**src/rtl/ex_div_ctrl.sv**
```systemverilog
// EX-stage sequencer for the multi-cycle divider: stalls the pipeline, holds start,
// returns a one-cycle write-back and serves repeated divisions from a one-entry cache.
module ex_div_ctrl (
  input  logic        clk,
  input  logic        rstn,
  input  logic        req_i,
  input  logic [2:0]  op_i,
  input  logic [31:0] rs1_i,
  input  logic [31:0] rs2_i,
  input  logic [4:0]  rd_i,
  input  logic        flush_i,
  output logic        stall_o,
  output logic        wb_valid_o,
  output logic [31:0] wb_data_o,
  output logic [4:0]  wb_waddr_o,
  output logic        div_start_o,
  output logic [31:0] div_dividend_o,
  output logic [31:0] div_divisor_o,
  output logic [2:0]  div_op_o,
  output logic [4:0]  div_waddr_o,
  input  logic [31:0] div_result_i,
  input  logic        div_ready_i,
  input  logic        div_busy_i
);

  typedef enum logic [1:0] {
    IDLE = 2'd0,
    BUSY = 2'd1,
    RESP = 2'd2
  } state_t;

  state_t      state;
  logic        accept;
  logic        hit;
  logic        cache_valid;
  logic [2:0]  cache_op;
  logic [31:0] cache_rs1;
  logic [31:0] cache_rs2;
  logic [31:0] cache_result;

  always_comb begin
    accept      = req_i & op_i[2] & ~flush_i;
    hit         = cache_valid & (op_i == cache_op) & (rs1_i == cache_rs1) & (rs2_i == cache_rs2);
    stall_o     = ((state == IDLE) & accept) | (state == BUSY);
    // Start falls with ready so the divider does not relaunch, and with flush so it aborts.
    div_start_o = (state == BUSY) & ~div_ready_i & ~flush_i;
    wb_valid_o  = (state == RESP) & ~flush_i;
  end

  // rstn is active-high despite its name.
  always_ff @(posedge clk) begin
    if (rstn) begin
      state          <= IDLE;
      wb_data_o      <= '0;
      wb_waddr_o     <= '0;
      div_dividend_o <= '0;
      div_divisor_o  <= '0;
      div_op_o       <= '0;
      div_waddr_o    <= '0;
      cache_valid    <= 1'b0;
      cache_op       <= '0;
      cache_rs1      <= '0;
      cache_rs2      <= '0;
      cache_result   <= '0;
    end else begin
      case (state)
        IDLE: begin
          if (accept) begin
            if (hit) begin
              wb_data_o  <= cache_result;
              wb_waddr_o <= rd_i;
              state      <= RESP;
            end else begin
              div_dividend_o <= rs1_i;
              div_divisor_o  <= rs2_i;
              div_op_o       <= op_i;
              div_waddr_o    <= rd_i;
              state          <= BUSY;
            end
          end
        end
        BUSY: begin
          if (flush_i) begin
            state <= IDLE;
          end else if (div_ready_i) begin
            wb_data_o    <= div_result_i;
            wb_waddr_o   <= div_waddr_o;
            cache_valid  <= 1'b1;
            cache_op     <= div_op_o;
            cache_rs1    <= div_dividend_o;
            cache_rs2    <= div_divisor_o;
            cache_result <= div_result_i;
            state        <= RESP;
          end
        end
        RESP: begin
          state <= IDLE;
        end
        default: begin
          state <= IDLE;
        end
      endcase
    end
  end

  // A fresh divider launch must only happen once the divider has returned to idle.
  a_div_idle_on_launch: assert property (
    @(posedge clk) disable iff (rstn)
    ((state == IDLE) && accept && !hit) |-> !div_busy_i
  );

endmodule

```
**config.mk**
```make
export PLATFORM = sky130hd
export DESIGN_NAME = ex_div_ctrl
export DESIGN_NICKNAME = d
export VERILOG_FILES = /design/src/rtl/ex_div_ctrl.sv
export SDC_FILE = /design/constraint.sdc
export NUM_CORES = 1
export LEC_CHECK = 0
export BUFFER_PORTS_ARGS = -buffer_cell sky130_fd_sc_hd__buf_2
export CAP_MARGIN = 20
export CORE_ASPECT_RATIO = 1.1
export CORE_MARGIN = 4
export CORE_UTILIZATION = 40
export CTS_BUF_LIST = sky130_fd_sc_hd__clkbuf_8
export DETAILED_ROUTE_END_ITERATION = 10
export GPL_ROUTABILITY_DRIVEN = 0
export PLACE_DENSITY = 0.73
export SLEW_MARGIN = 20
export SYNTH_ARGS = -nofsm -noshare
export SYNTH_HDL_FRONTEND = slang
export SYNTH_SLANG_ARGS = --single-unit
```
**constraint.sdc**
```tcl
create_clock -name clk -period 2.6 [get_ports clk]
set_input_delay 0.26 -clock clk [delete_from_list [all_inputs] [get_ports clk]]
set_output_delay 0.26 -clock clk [all_outputs]
set_load 0.03 [all_outputs]
```
# Word level (Yosys, flattened, before mapping)
# Index checks and enable logic that the tools add are counted.
dict set report word_totals {
  regBits 211
  output_inout_bits 112
  word_cells 56
}
dict set report op_classes {
  n_eq_ne 10
  muxes 15
  bitwise_logic 13
  n_reduce_logical 6
}
# operator n
set op_table {}
lappend op_table {{$mux W32} 4}
lappend op_table {{$eq A32 B32 Y1} 2}
lappend op_table {{$pmux W32 S2} 1}
lappend op_table {{$mux W5} 4}
lappend op_table {{$pmux W5 S2} 1}
lappend op_table {{$and A1 B1 Y1} 9}
lappend op_table {{$mux W2} 4}
lappend op_table {{$ne A2 B2 Y1 const B} 4}
lappend op_table {{$reduce_and A3 Y1} 2}
lappend op_table {{$reduce_and A5 Y1} 1}
lappend op_table {{$pmux W2 S2} 1}
lappend op_table {{$eq A3 B3 Y1} 1}
lappend op_table {{$ne A3 B3 Y1 const B} 1}
lappend op_table {{$not A1 Y1} 3}
lappend op_table {{$eq A2 B1 Y1 const B} 1}
lappend op_table {{$eq A2 B2 Y1 const B} 1}
lappend op_table {{$logic_not A2 Y1} 1}
lappend op_table {{$reduce_and A2 Y1} 1}
lappend op_table {{$reduce_bool A2 Y1} 1}
lappend op_table {{$or A1 B1 Y1} 1}

# Depth between registers and ports, before layout
dict set report depth {
  word_depth 7
  mapped_depth 8
  mapped_depth_nobuf 6
}

# Worst setup path before layout
# Ideal clock, no wire load.
dict set report synth_timing {
  path_kind {register -> register}
  startpoint {reg cache_rs2[17]}
  endpoint {reg state[1]}
  setup_ps 103
  arrival_ps 1911
  required_time_ps 2497
  path_slack_ps 586
  path_stages_with_launch 7
  path_buffers 0
  synth_period_minus_slack_ps 2014
  cell_sequence {dfxtp_1 xor2_1 nor4_1 nand4_1 or3_1 or3_1 a2111oi_2}
}
dict set report synth_between {
  elab_chain_len 5
}
# item line
set synth_lines {}
lappend synth_lines {{from (decl)} 38} ;# logic [31:0] cache_rs2;
lappend synth_lines {{from (signal assigned)} 91} ;# cache_rs2 <= div_divisor_o;
lappend synth_lines {{$eq A32 B32 Y1} 43} ;# hit = cache_valid & (op_i == cache_op) & (rs1_i == cache_rs1) & (rs2_i == cache_rs2);
lappend synth_lines {{$and A1 B1 Y1} 43}
lappend synth_lines {{$mux W2} 69} ;# if (hit) begin
lappend synth_lines {{$mux W2} 68} ;# if (accept) begin
lappend synth_lines {{$pmux W2 S2} 66} ;# case (state)
lappend synth_lines {{to (signal assigned)} 53} ;# state <= IDLE;
lappend synth_lines {{to (signal assigned)} 72} ;# state <= RESP;
lappend synth_lines {{to (signal assigned)} 78} ;# state <= BUSY;
lappend synth_lines {{to (decl)} 32} ;# state_t state;
# Every way passes these cells. The select of a mux whose other input is x is not followed.
# A chain may end at the register's enable or synchronous reset.

# Final worst setup path
dict set report layout_timing {
  startpoint {in rs1_i[2]}
  endpoint {reg state[1]}
}
dict set report layout_between {
  elab_chain_len 6
}
# item line
set layout_lines {}
lappend layout_lines {{from (decl)} 8} ;# input logic [31:0] rs1_i,
lappend layout_lines {{$eq A32 B32 Y1} 43}
lappend layout_lines {{$and A1 B1 Y1 (2 in series)} 43}
lappend layout_lines {{$mux W2} 69}
lappend layout_lines {{$mux W2} 68}
lappend layout_lines {{$pmux W2 S2} 66}
# Every way passes these cells. The select of a mux whose other input is x is not followed.

==> metrics.txt <==
worst vdd ir 0.477 mV; Initial DRC Count 458; design area 12100 sq um; share of the clock period used by the worst path 95.4%; DRT Pass-1 Iters 4; max-slew violations 0; PwrDens 593 nW/um^2; compound-gate portion of the synthesized area 12.0%; largest net degree at the start of global routing 100; Least-Margin Pin Slew 0.530 ns; Hold Crit Class in -> reg; Post-Synth Adder-Cell Area 0%; # IOs 222; Final min period 2.48 ns; most frequent cells in the layout nand2_1 (273), buf_2 (219), dfxtp_1 (211), nand2b_1 (142), a21oi_1 (101); total wire length 26600 microns; Area after DPL 10600 sq um; Die Height 167 microns; Cells after Synth 1071; total power 7190 uW; Clock Path Buffers 3; Worst-path clk slew 0.07 ns; CTS sink count 211; WL met2 12700 microns; cell row count 57; largest family of logic cells by synthesized area simple AND/OR/NAND/NOR gates; final hold viol count 0; post-CTS setup buffers 0; critical path class in -> reg; Die Area 25400 sq um; leakage power 0.00483 uW; RSZ-0062 raised after global routing no; initial antenna violation count 1; worst skew pair latency 0.53 ns; Final HPWL DP 17000 microns; syn_area_per_cell 8.57 sq um; CP Data Arrival Time 2.91 ns; via count 8323; FILL cells 2025; post-synth cell types 29; # port buffers 220; Worst path slowest cell dlygate4sd3_1; Synth Cell Area 9180 sq um; Ys Warns 0; skew final 0.0417 ns; Starting Density 41.1%; Synth Register Bits 211; xor/xnor share of the synthesized area 6.39%; WL/cell 16.0 microns; DR vias/cell 5.00; Synth Area in Simple Gates 23.5%; critical-path cell list dlygate4sd3_1 -> buf_2 -> xor2_1 -> nor4_1 -> buf_4 -> nand4_1 -> or3_1 -> or3_1 -> a2111oi_2; DR top layer met5; DRC viols 0; die width 152 microns; DRT antenna net count 0; status finished, final reports clean; H-tree depth 2; Worst EP required 3.03 ns; first-pass GRT wire length 42600 microns; share of layout cells above drive strength 1 22.5%; GRT Util Overall 20.1%; post-synth top area share 46.0%; Syn-to-layout area delta 32.1%; most common cell after layout, fill and taps aside nand2_1; Congestion Overflow GR 0; Max stage delay on crit path 0.55 ns; total CTS buffers 37; sequential-to-total area share from yosys stat 46.0%; synth top area cells dfxtp_1 (46%), nand2_1 (11%), nand2b_1 (9.8%), mux2i_1 (7.7%), xor2_1 (5.7%); met3 WL post-DR 2110 microns; critical path peak fanout 3; post-route setup TNS 0 ns; area leader, netlist dfxtp_1; root buffer cell clkbuf_8; syn nets 1181; max_cap viols 0; vias in the first global route 8114; endpoints failing setup 0; Max Fclk 0.403 GHz; core area 22300 sq um; final net count 1450; mux cell area share after synthesis 7.74%; TritonCTS clock tree built; CP endpoint kind flip-flop; most used cell along the critical path or3_1; Rel. slew slack 64.7%; CP Launch Type input pin; WL met1 10900 microns
synth_stat cells:
master and n:
a21oi_1 101, nand4_1 5, nor2_1 7, o21a_2 1, nor2b_1 1, xnor2_1 7, buf_2 12, nand2_1 274
nor3_1 1, a311oi_1 37, a31oi_1 37, inv_1 2, and3b_1 1, dfxtp_1 211, and3_1 1, a2111oi_2 1
buf_1 1, nand2b_1 144, or3_1 3, nor3b_1 2, nor4_1 15, mux2i_1 71, and2_1 1, nand3_1 1
buf_6 8, clkbuf_1 63, o21ai_0 1, o31ai_1 2, xor2_1 60
metrics by stage:
| step | utilization (%) | hold WS (ns) | cells | setup slack [ns] |
|---|---|---|---|---|
| after global routing | 54.3 | 0.0202 | 1662 | 0.0321 |
| after detailed placement | 47.6 | 0.447 | 1526 | 0.0379 |
| after global placement | 47.6 | 0.442 | 1526 | 0.0269 |
| after floorplan | - | 0.396 | 1071 | 0.586 |
| final | 54.3 | 0.0296 | 1663 | 0.119 |
| after CTS | 54.2 | 0.000347 | 1662 | 0.0815 |
path summary, 6_finish.rpt:
check / end / slack, ns / from / depth (start not counted)
setup / recovery: state[1] / 0.12 / rs1_i[2] / 9
setup reg to reg: state[1] / 0.20 / cache_rs1[3] / 6
hold / removal: div_divisor_o[22] / 0.03 / rs2_i[22] / 3
hold reg to reg: cache_rs1[7] / 0.44 / div_dividend_o[7] / 2
cell families after synthesis:
kind of cell	count (synthesis)
AND/OR/NAND/NOR	456
flip-flops	211
AO/OA/AOI/OAI	180
buffers and inverters	86
multiplexers	71
XOR/XNOR	67
state kept, by name (all words and copies together) (netlist names):
register / flops
cache_op: 3
cache_result: 32
cache_rs1: 32
cache_rs2: 32
cache_valid: 1
div_dividend_o: 32
div_divisor_o: 32
div_op_o: 3
div_waddr_o: 5
state: 2
wb_data_o: 32
wb_waddr_o: 5
timing repair:
item,CTS,global route
gates resized for setup,0,2
setup endpoints to repair,0,3
hold buffers,70,0
hold endpoints to repair,105,0
metal layers:
layer  vias to the layer above  GRT usage, %
met1                      3867          24.7
met2                       269          33.1
met3                        53          6.46
met5                         -             0
met4                         2          7.28
li1                       4132             -
worst max-delay path: cells and delay by family:
family	cells	cell delay (ns)
AND/OR/NAND/NOR	4	1.25
buffers and inverters	3	0.88
AO/OA/AOI/OAI	1	0.35
XOR/XNOR	1	0.17
power by group:
| part | leakage [uW] | switching, uW | internal [uW] | total [uW] |
|---|---|---|---|---|
| registers | 0.00170 | 33.8 | 3280 | 3310 |
| logic | 0.00269 | 392 | 299 | 692 |
| clock network | 0.000444 | 1370 | 1810 | 3190 |
area by class of cell:
| cell class | count | area (sq um) | share of cell area, % |
|---|---|---|---|
| antenna | 1 | 2.50 | 0.0207 |
| timing repair buffer | 314 | 2110 | 17.4 |
| tap | 295 | 369 | 3.05 |
| clock inverter | 23 | 184 | 1.52 |
| sequential | 211 | 4220 | 34.9 |
| multi-input combinational | 774 | 4630 | 38.2 |
| inverter | 2 | 7.51 | 0.0620 |
| clock buffer | 43 | 592 | 4.88 |
Note: power is estimated with default switching activity, not from simulation.
